<file path="config.mk">
export PLATFORM = sky130hd
export DESIGN_NAME = emmc_cmd_tx_flat
export DESIGN_NICKNAME = d
export VERILOG_FILES = /design/src/rtl/emmc_cmd_tx_pkg.sv /design/src/rtl/emmc_cmd_tx_if.sv /design/src/rtl/emmc_cmd_tx_crc7.sv /design/src/rtl/emmc_cmd_tx.sv /design/src/flat_wrapper.sv
export SDC_FILE = /design/constraint.sdc
export NUM_CORES = 1
export LEC_CHECK = 0
export ABC_AREA = 1
export CAP_MARGIN = 15
export CORE_AREA = 2 2 100 102
export CTS_CLUSTER_DIAMETER = 100
export DETAILED_ROUTE_END_ITERATION = 7
export DIE_AREA = 0 0 102 104
export PLACE_DENSITY = 0.58
export SYNTH_ARGS = -nofsm -noshare
export SYNTH_HDL_FRONTEND = slang
export SYNTH_SLANG_ARGS = --single-unit
</file>
<file path="constraint.sdc">
create_clock -name clk -period 12.1 [get_ports clk]
set_input_delay 1.815 -clock clk [delete_from_list [all_inputs] [get_ports clk]]
set_output_delay 1.815 -clock clk [all_outputs]
set_load 0.005 [all_outputs]
</file>
<file path="src/rtl/emmc_cmd_tx_pkg.sv">
// Shared definitions for the eMMC command transmitter: FSM state encoding and frame geometry.
package emmc_pkg;

  localparam logic [2:0] ST_IDLE = 3'd0;
  localparam logic [2:0] ST_DATA = 3'd1;
  localparam logic [2:0] ST_CRC  = 3'd2;
  localparam logic [2:0] ST_END  = 3'd3;
  localparam logic [2:0] ST_GAP  = 3'd4;

  typedef enum logic [2:0] {
    IDLE = ST_IDLE,
    DATA = ST_DATA,
    CRC  = ST_CRC,
    END  = ST_END,
    GAP  = ST_GAP
  } state_e;

  localparam int CMD_FRAME_BITS = 48;
  localparam int CMD_HDR_BITS   = 40;
  localparam int CRC7_BITS      = 7;
  localparam int CMD_IDX_W      = 6;
  localparam int CMD_ARG_W      = 32;

  // Start bit 0 followed by transmission bit 1 (host to device).
  localparam logic [1:0] CMD_PREFIX = 2'b01;

endpackage

</file>
<file path="src/rtl/emmc_cmd_tx_if.sv">
// Command request channel between the host scheduler (master) and emmc_cmd_tx (slave).
interface emmc_cmd_tx_if;
  import emmc_pkg::*;

  logic                 cmd_valid;
  logic                 cmd_ready;
  logic [CMD_IDX_W-1:0] cmd_index;
  logic [CMD_ARG_W-1:0] cmd_arg;
  logic                 crc_err_inj;

  modport master (
    output cmd_valid, cmd_index, cmd_arg, crc_err_inj,
    input  cmd_ready
  );

  modport slave (
    input  cmd_valid, cmd_index, cmd_arg, crc_err_inj,
    output cmd_ready
  );
endinterface

</file>
<file path="src/rtl/emmc_cmd_tx_crc7.sv">
// Serial CRC-7 (x^7 + x^3 + 1, zero seed), one data bit per enabled clock, MSB first.
module crc7 (
  input  logic       clk,
  input  logic       rstn,
  input  logic       enable,
  input  logic       data_in,
  output logic [6:0] crc7
);
  logic [6:0] crc_q;
  logic       fb;

  assign fb   = data_in ^ crc_q[6];
  assign crc7 = crc_q;

  always_ff @(posedge clk) begin
    if (!rstn) begin
      crc_q <= '0;
    end else if (enable) begin
      crc_q <= {crc_q[5:3], crc_q[2] ^ fb, crc_q[1:0], fb};
    end
  end
endmodule

</file>
<file path="src/rtl/emmc_cmd_tx.sv">
// eMMC CMD-line frame sequencer: start/tx/index/arg, CRC-7, end bit, then an NCC idle gap.
// Optional build macro EMMC_CMD_CRC_ERR_INJ_EN enables per-frame inversion of crc[0].
module emmc_cmd_tx
  import emmc_pkg::*;
#(
  parameter int CLKDIV = 4,
  parameter int NCC    = 8
) (
  input  logic           clk,
  input  logic           rstn,
  emmc_cmd_tx_if.slave   cmd_if,
  output logic           cmd_out,
  output logic           cmd_oe,
  output logic           busy,
  output logic           done
);
  localparam int DIV_W   = (CLKDIV > 2) ? $clog2(CLKDIV) : 1;
  localparam int CNT_MAX = (NCC > CMD_HDR_BITS) ? NCC : CMD_HDR_BITS;
  localparam int CNT_W   = $clog2(CNT_MAX);

  localparam logic [DIV_W-1:0] DIV_LAST = DIV_W'(CLKDIV - 1);
  localparam logic [DIV_W-1:0] DIV_DONE = DIV_W'(CLKDIV - 2);
  localparam logic [CNT_W-1:0] HDR_LAST = CNT_W'(CMD_HDR_BITS - 1);
  localparam logic [CNT_W-1:0] CRC_LAST = CNT_W'(CRC7_BITS - 1);
  localparam logic [CNT_W-1:0] GAP_LAST = CNT_W'(NCC - 1);

  state_e                  state_q;
  logic [DIV_W-1:0]        div_q;
  logic [CNT_W-1:0]        bit_cnt_q;
  logic [CMD_HDR_BITS-1:0] sreg_q;
  logic                    cmd_out_q;
  logic                    cmd_oe_q;
  logic                    ready_q;
  logic                    busy_q;
  logic                    done_q;

  logic                    strobe;
  logic                    crc_clr;
  logic                    crc_rstn;
  logic                    crc_en;
  logic [CRC7_BITS-1:0]    crc7_w;
  logic [CRC7_BITS-1:0]    crc_tx;

  assign strobe   = (div_q == DIV_LAST);
  assign crc_clr  = (state_q == IDLE) && cmd_if.cmd_valid;
  assign crc_rstn = rstn & ~crc_clr;
  assign crc_en   = (state_q == DATA) && strobe;

`ifdef EMMC_CMD_CRC_ERR_INJ_EN
  logic inj_q;

  always_ff @(posedge clk) begin
    if (!rstn) begin
      inj_q <= 1'b0;
    end else if (crc_clr) begin
      inj_q <= cmd_if.crc_err_inj;
    end
  end

  assign crc_tx = crc7_w ^ {{(CRC7_BITS-1){1'b0}}, inj_q};
`else
  logic unused_crc_err_inj;

  assign unused_crc_err_inj = cmd_if.crc_err_inj;
  assign crc_tx             = crc7_w;
`endif

  crc7 u_crc7 (
    .clk     (clk),
    .rstn    (crc_rstn),
    .enable  (crc_en),
    .data_in (sreg_q[CMD_HDR_BITS-1]),
    .crc7    (crc7_w)
  );

  always_ff @(posedge clk) begin
    if (!rstn) begin
      state_q   <= IDLE;
      div_q     <= '0;
      bit_cnt_q <= '0;
      cmd_out_q <= 1'b1;
      cmd_oe_q  <= 1'b0;
      ready_q   <= 1'b1;
      busy_q    <= 1'b0;
      done_q    <= 1'b0;
    end else begin
      done_q <= 1'b0;
      if (state_q != IDLE) begin
        div_q <= strobe ? '0 : div_q + 1'b1;
      end
      case (state_q)
        IDLE: begin
          if (cmd_if.cmd_valid) begin
            state_q   <= DATA;
            sreg_q    <= {CMD_PREFIX, cmd_if.cmd_index, cmd_if.cmd_arg};
            div_q     <= '0;
            bit_cnt_q <= '0;
            cmd_out_q <= CMD_PREFIX[1];
            cmd_oe_q  <= 1'b1;
            ready_q   <= 1'b0;
            busy_q    <= 1'b1;
          end
        end
        DATA: begin
          if (strobe) begin
            sreg_q <= {sreg_q[CMD_HDR_BITS-2:0], 1'b0};
            if (bit_cnt_q == HDR_LAST) begin
              // The generator absorbs the last header bit on this same edge; the
              // MSB of its next value is simply the current crc[5].
              state_q   <= CRC;
              bit_cnt_q <= '0;
              cmd_out_q <= crc7_w[CRC7_BITS-2];
            end else begin
              bit_cnt_q <= bit_cnt_q + 1'b1;
              cmd_out_q <= sreg_q[CMD_HDR_BITS-2];
            end
          end
        end
        CRC: begin
          if (strobe) begin
            if (bit_cnt_q == CRC_LAST) begin
              state_q   <= END;
              bit_cnt_q <= '0;
              cmd_out_q <= 1'b1;
            end else begin
              bit_cnt_q <= bit_cnt_q + 1'b1;
              cmd_out_q <= crc_tx[3'(3'd5 - bit_cnt_q[2:0])];
            end
          end
        end
        END: begin
          done_q <= (div_q == DIV_DONE);
          if (strobe) begin
            state_q   <= GAP;
            bit_cnt_q <= '0;
            cmd_out_q <= 1'b1;
            cmd_oe_q  <= 1'b0;
          end
        end
        GAP: begin
          if (strobe) begin
            if (bit_cnt_q == GAP_LAST) begin
              state_q   <= IDLE;
              bit_cnt_q <= '0;
              ready_q   <= 1'b1;
              busy_q    <= 1'b0;
            end else begin
              bit_cnt_q <= bit_cnt_q + 1'b1;
            end
          end
        end
        default: state_q <= IDLE;
      endcase
    end
  end

  assign cmd_if.cmd_ready = ready_q;
  assign cmd_out          = cmd_out_q;
  assign cmd_oe           = cmd_oe_q;
  assign busy             = busy_q;
  assign done             = done_q;
endmodule

</file>
<file path="src/flat_wrapper.sv">
// flat-port wrapper written by rule: the top's interface ports become plain ports
module emmc_cmd_tx_flat import emmc_pkg::*;
#(
  parameter int CLKDIV = 4,
  parameter int NCC    = 8
)
  (clk, rstn, cmd_out, cmd_oe, busy, done, cmd_if_cmd_valid, cmd_if_cmd_index, cmd_if_cmd_arg, cmd_if_crc_err_inj, cmd_if_cmd_ready);
  emmc_cmd_tx_if cmd_if_i ();
  input  logic clk;
  input  logic rstn;
  output logic cmd_out;
  output logic cmd_oe;
  output logic busy;
  output logic done;
  input wire logic [$bits(cmd_if_i.cmd_valid)-1:0] cmd_if_cmd_valid;
  input wire logic [$bits(cmd_if_i.cmd_index)-1:0] cmd_if_cmd_index;
  input wire logic [$bits(cmd_if_i.cmd_arg)-1:0] cmd_if_cmd_arg;
  input wire logic [$bits(cmd_if_i.crc_err_inj)-1:0] cmd_if_crc_err_inj;
  output wire logic [$bits(cmd_if_i.cmd_ready)-1:0] cmd_if_cmd_ready;
  assign cmd_if_i.cmd_valid = cmd_if_cmd_valid;
  assign cmd_if_i.cmd_index = cmd_if_cmd_index;
  assign cmd_if_i.cmd_arg = cmd_if_cmd_arg;
  assign cmd_if_i.crc_err_inj = cmd_if_crc_err_inj;
  assign cmd_if_cmd_ready = cmd_if_i.cmd_ready;
  emmc_cmd_tx #(.CLKDIV(CLKDIV), .NCC(NCC)) u_core (.clk(clk), .rstn(rstn), .cmd_if(cmd_if_i), .cmd_out(cmd_out), .cmd_oe(cmd_oe), .busy(busy), .done(done));
endmodule
</file>
# [Word level (Yosys, flattened, before mapping)]
# Cells that the tools add are included.
[totals] wordCells=94 in_bits=42 out_inout_bits=5 ff_bits=63
[classes] order_cmp=1 eq_ne=17 reduce_logical=16 addsub=3 n_bitwise=4 muxes=43
[op_table] operator="$mux 40" count=2
[op_table] operator="$pmux 40 s2" count=1
[op_table] operator="$mux 6" count=8
[op_table] operator="$pmux 6 s5" count=1
[op_table] operator="$mux 3" count=8
[op_table] operator="$pmux 3 s5" count=1
[op_table] operator="$mux 1" count=13
[op_table] operator="$eq 6x3->1 const B" count=2
[op_table] operator="$ne 2x1->1 const B" count=6
[op_table] operator="$mux 2" count=4
[op_table] operator="$reduce_and 4->1" count=2
[op_table] operator="$reduce_and 8->1" count=1
[op_table] operator="$add 6x1->6 const B" count=1
[op_table] operator="$eq 3x2->1 const B" count=2
[op_table] operator="$eq 6x6->1 const B" count=1
[op_table] operator="$pmux 1 s2" count=3
[op_table] operator="$reduce_and 6->1" count=1
[op_table] operator="$reduce_bool 2->1" count=3
[op_table] operator="$reduce_and 5->1" count=1
[op_table] operator="$reduce_bool 5->1" count=1
[op_table] operator="$eq 2x2->1 const B" count=2
[op_table] operator="$lt 3x4->1 const B" count=1
[op_table] operator="$ne 2x2->1 const B" count=2
[op_table] operator="$pmux 1 s4" count=1
[op_table] operator="14 further kinds" count=16

# [Longest topological paths before layout]
[depth] depth_word=6 ltp_mapped=10 depth_no_buf=10

# [By module]
# Synthesis repeated with hierarchy kept, for this count alone.
[hier_totals] hier_cells=369 area_unflattened_um2=3020.4
[by_module_without_submodules] module="emmc_cmd_tx" n_inst=1 seq_area_each_um2=1521.5 area_per_inst_um2=2742.6 cells_each=332
[by_module_without_submodules] module="crc7" n_inst=1 seq_area_each_um2=140.1 area_per_inst_um2=277.8 cells_each=37

# [Least setup slack after synthesis]
# OpenSTA, ideal clock, no wires.
[synth_timing] kind="input to register" startpoint="in rstn" endpoint="reg u_core.sreg_q[0] (enable)" path_slack_ns=6.482 n_path_buf=1 arrival_ns=5.120 setup_ns=0.498 stages=3 required_ns=11.602 path_cell_list="clkbuf_2 inv_1 a211oi_1"
[synth_between] elab_chain_cells=1
[synth_rtl] element="from (decl)" line="flat_wrapper.sv:10" text="input logic rstn;"
[synth_rtl] element="$reduce_and 4->1 (no line)"
[synth_rtl] element="to (signal assigned)" line="emmc_cmd_tx.sv:95" text="sreg_q <= {CMD_PREFIX, cmd_if.cmd_index, cmd_if.cmd_arg};"
[synth_rtl] element="to (signal assigned)" line="emmc_cmd_tx.sv:106" text="sreg_q <= {sreg_q[CMD_HDR_BITS-2:0], 1'b0};"
[synth_rtl] element="to (decl)" line="emmc_cmd_tx.sv:30" text="logic [CMD_HDR_BITS-1:0] sreg_q;"
# Every way passes these cells.
# A chain may end at the register's enable or synchronous reset.

# [Final worst setup path]
[layout_timing] startpoint="in rstn" endpoint="reg u_core.sreg_q[6] (enable)"
# Same word-level chain as after synthesis.

==> out/results.tsv <==
metric	value	unit
Core ar.	9549	sq um
clk slew on worst S/H paths	0.07	ns
register area share after synthesis	0.5589	
ys async rst share	0	
RSZ-0062 raised after global routing	false	
Pwr Total	0.0007419	W
die area	10610	sq um
Die W	102	um
met2 usage	0.2007	
final core occ	0.3979	
Crit Path Category	in -> reg	
global-route met3 utilization	0.04234	
Final Cycle Share	0.2882	
Syn Area/Cell	8.304	sq um
total CTS buffers	9	
crit-path cells	clkdlybuf4s50_1, inv_1, a211oi_4, buf_4	
Crit path required time	12.08	ns
Setup WS post-layout	8.612	ns
Vias	2355	
Worst Reg-to-Reg Cells	6	
Hold WC Path Type	reg -> reg	
post-route ant nets	0	
IO buf count	45	
CTS Root Cell	clkbuf_8	
Synth top area share	0.4040	
crit path DAT	3.47	ns
Hold Vio Cnt, Final	0	
most numerous cell in the Yosys netlist	nand2_1	
Yosys top cell by area	edfxtp_1	
Synth top cells by count	nand2_1, edfxtp_1, inv_1, nor2_1, dfxtp_1	
ratio of cells with drive above 1 in the final layout	0.06585	
Syn Std Cell Area	2973	sq um
initial antenna violation count	0	
fin crit period	3.488	ns
syn nets	405	
Primary FF master, synth	edfxtp_1	
reg-to-reg setup timing slack	9.55	ns
Pwr Density	195.2	nW/um^2
worst slew pin tran	0.6189	ns
Syn-to-layout area delta	27.82	%
Peak VDD IR	0.06430	mV
hold wc startpoint	u_core.busy	
Ys Warns	0	
nature of the critical path endpoint	register	
DP Worst Slack	8.230	ns
Placed Instances	527	
FF-to-FF End	u_core.sreg_q[6]	
crit start category	input pin	
Max H-tree Level	3	
Die Ht	104	um
CP max stage delay	0.66	ns
Worst Hold Path EP	u_core.busy	
met1 Usage GRT	0.1534	
final std cells w/o fill	543	
Final setup viols	0	
first-pass GRT wire length	10410	um
ant diodes	0	
Tot GR Track Use	0.1235	
register bit total from synthesis	63	
via/cell ratio	4.337	
DRC	0	
largest net degree at the start of global routing	47	
result of the run	completed	
clk_skew	0.009199	ns
drt wl/cell	10.91	um
Worst-Skew Late Latency	0.34	ns
max_slew headroom	0.5868	
Final Max Slew Viols	0	
Initial Utilization	0.3113	
Filler Cells Inserted	1040	
CTS tree	yes	
Post-Synthesis Cells	358	
RD Place Congestion	0.8161	
clock sinks	63	
row cnt	36	
busiest grt layer	met2	
Max Buffers Root-to-Sink	2	
drt total wl	5926	um
worst-path fanout max	40	
PostCTS Resize Cnt	0	
max frequency	286.7	MHz
CP Buf/Inv Count	3	
Cell variety after synth	28	
leakage power	1.602	nW
post-DP HPWL	4023	um
Critical R2R Launch	u_core.state_q[2]	
Pre-Repair DR Iteration Count	4	
hold depth	2	
cell family with most CP delay	buffers and inverters	
fin nets	452	
Synth area leaders	edfxtp_1, nand2_1, dfxtp_1, inv_1, nor2_1	
CTS Hold Bufs	0	
EDFF count, synth	40	
io pins	47	
CP max-delay cell	clkdlybuf4s50_1	
Post-CTS Setup Bufs	0	
grt total ovfl	0	
setup total negative slack	0	ns
MaxCap Viol Count	0	
vias in the first global route	2371	
DRT iter0 DRCs	81	
-- layout by cell type (no fill, tap or decap), types with 3 or more instances in the layout --
| master | count |
|---|---|
| clkdlybuf4s50_1 | 45 |
| ha_1 | 5 |
| edfxtp_1 | 40 |
| clkbuf_8 | 9 |
| o21ai_0 | 15 |
| nand2_1 | 157 |
| bufinv_16 | 3 |
| nor2_1 | 26 |
| nand3_1 | 12 |
| inv_1 | 33 |
| a21oi_1 | 14 |
| dfxtp_1 | 23 |
-- per-stage QoR --
stage,cell area [sq um],hold WS [ns]
6_report,3800,0.4626
5_1_grt,3800,0.4751
4_1_cts,3800,0.4673
3_5_place_dp,3562,0.4553
3_3_place_gp,3562,0.4508
2_1_floorplan,2973,0.4399
-- worst reg2reg max path, cell delays in order, from the launching register on --
cell	delay [ns]
dfxtp_1	0.34
inv_1	0.18
nand3_4	0.43
nor2_4	0.30
inv_1	0.21
a211oi_4	0.23
buf_4	0.48
-- flip-flops by register name, summed over array words and instances, names as in the netlist, 2 cells and up --
| name | count |
|---|---|
| u_core.bit_cnt_q | 6 |
| u_core.state_q | 3 |
| u_core.div_q | 2 |
| u_core.u_crc7.crc7 | 7 |
| u_core.sreg_q | 40 |
-- report_power, final --
| group | leakage (nW) | internal (W) | switching [W] |
|---|---|---|---|
| clock network | 0.114 | 0.000137 | 0.0000840 |
| logic | 0.926 | 0.0000696 | 0.000129 |
| registers | 0.561 | 0.000301 | 0.0000215 |
-- metal layers --
metal	wire (um)	vias up
met3	262	8
met5	0	-
met4	72	0
met1	2807	1069
li1	-	1235
met2	2783	43
-- layout make-up --
type | instances | area, sq um | share of cell area
sequential | 63 | 1662 | 0.4373
multi-input combinational | 250 | 1145 | 0.3013
timing repair buffer | 46 | 457.9 | 0.1205
tap | 133 | 166.4 | 0.04379
clock buffer | 11 | 131.4 | 0.03457
inverter | 35 | 131.4 | 0.03457
clock inverter | 5 | 106.4 | 0.02799
-- cells by family after synthesis --
| family | after synthesis | share of synthesized area |
|---|---|---|
| compound gates | 35 | 0.06439 |
| xor+xnor | 3 | 0.008840 |
| fa+ha+maj | 5 | 0.02104 |
| buf+inv | 45 | 0.06018 |
| flops | 63 | 0.5589 |
| simple gates | 207 | 0.2866 |
-- worst max path at each step --
stage               from                 to  cells after the start
floorplan           rstn   u_core.sreg_q[0]                      3
global placement    rstn   u_core.sreg_q[7]                      4
detailed placement  rstn  u_core.sreg_q[23]                      4
CTS                 rstn  u_core.sreg_q[10]                      4
global route        rstn  u_core.sreg_q[37]                      4
finish              rstn   u_core.sreg_q[6]                      4
(Power assumes the default switching activity.)
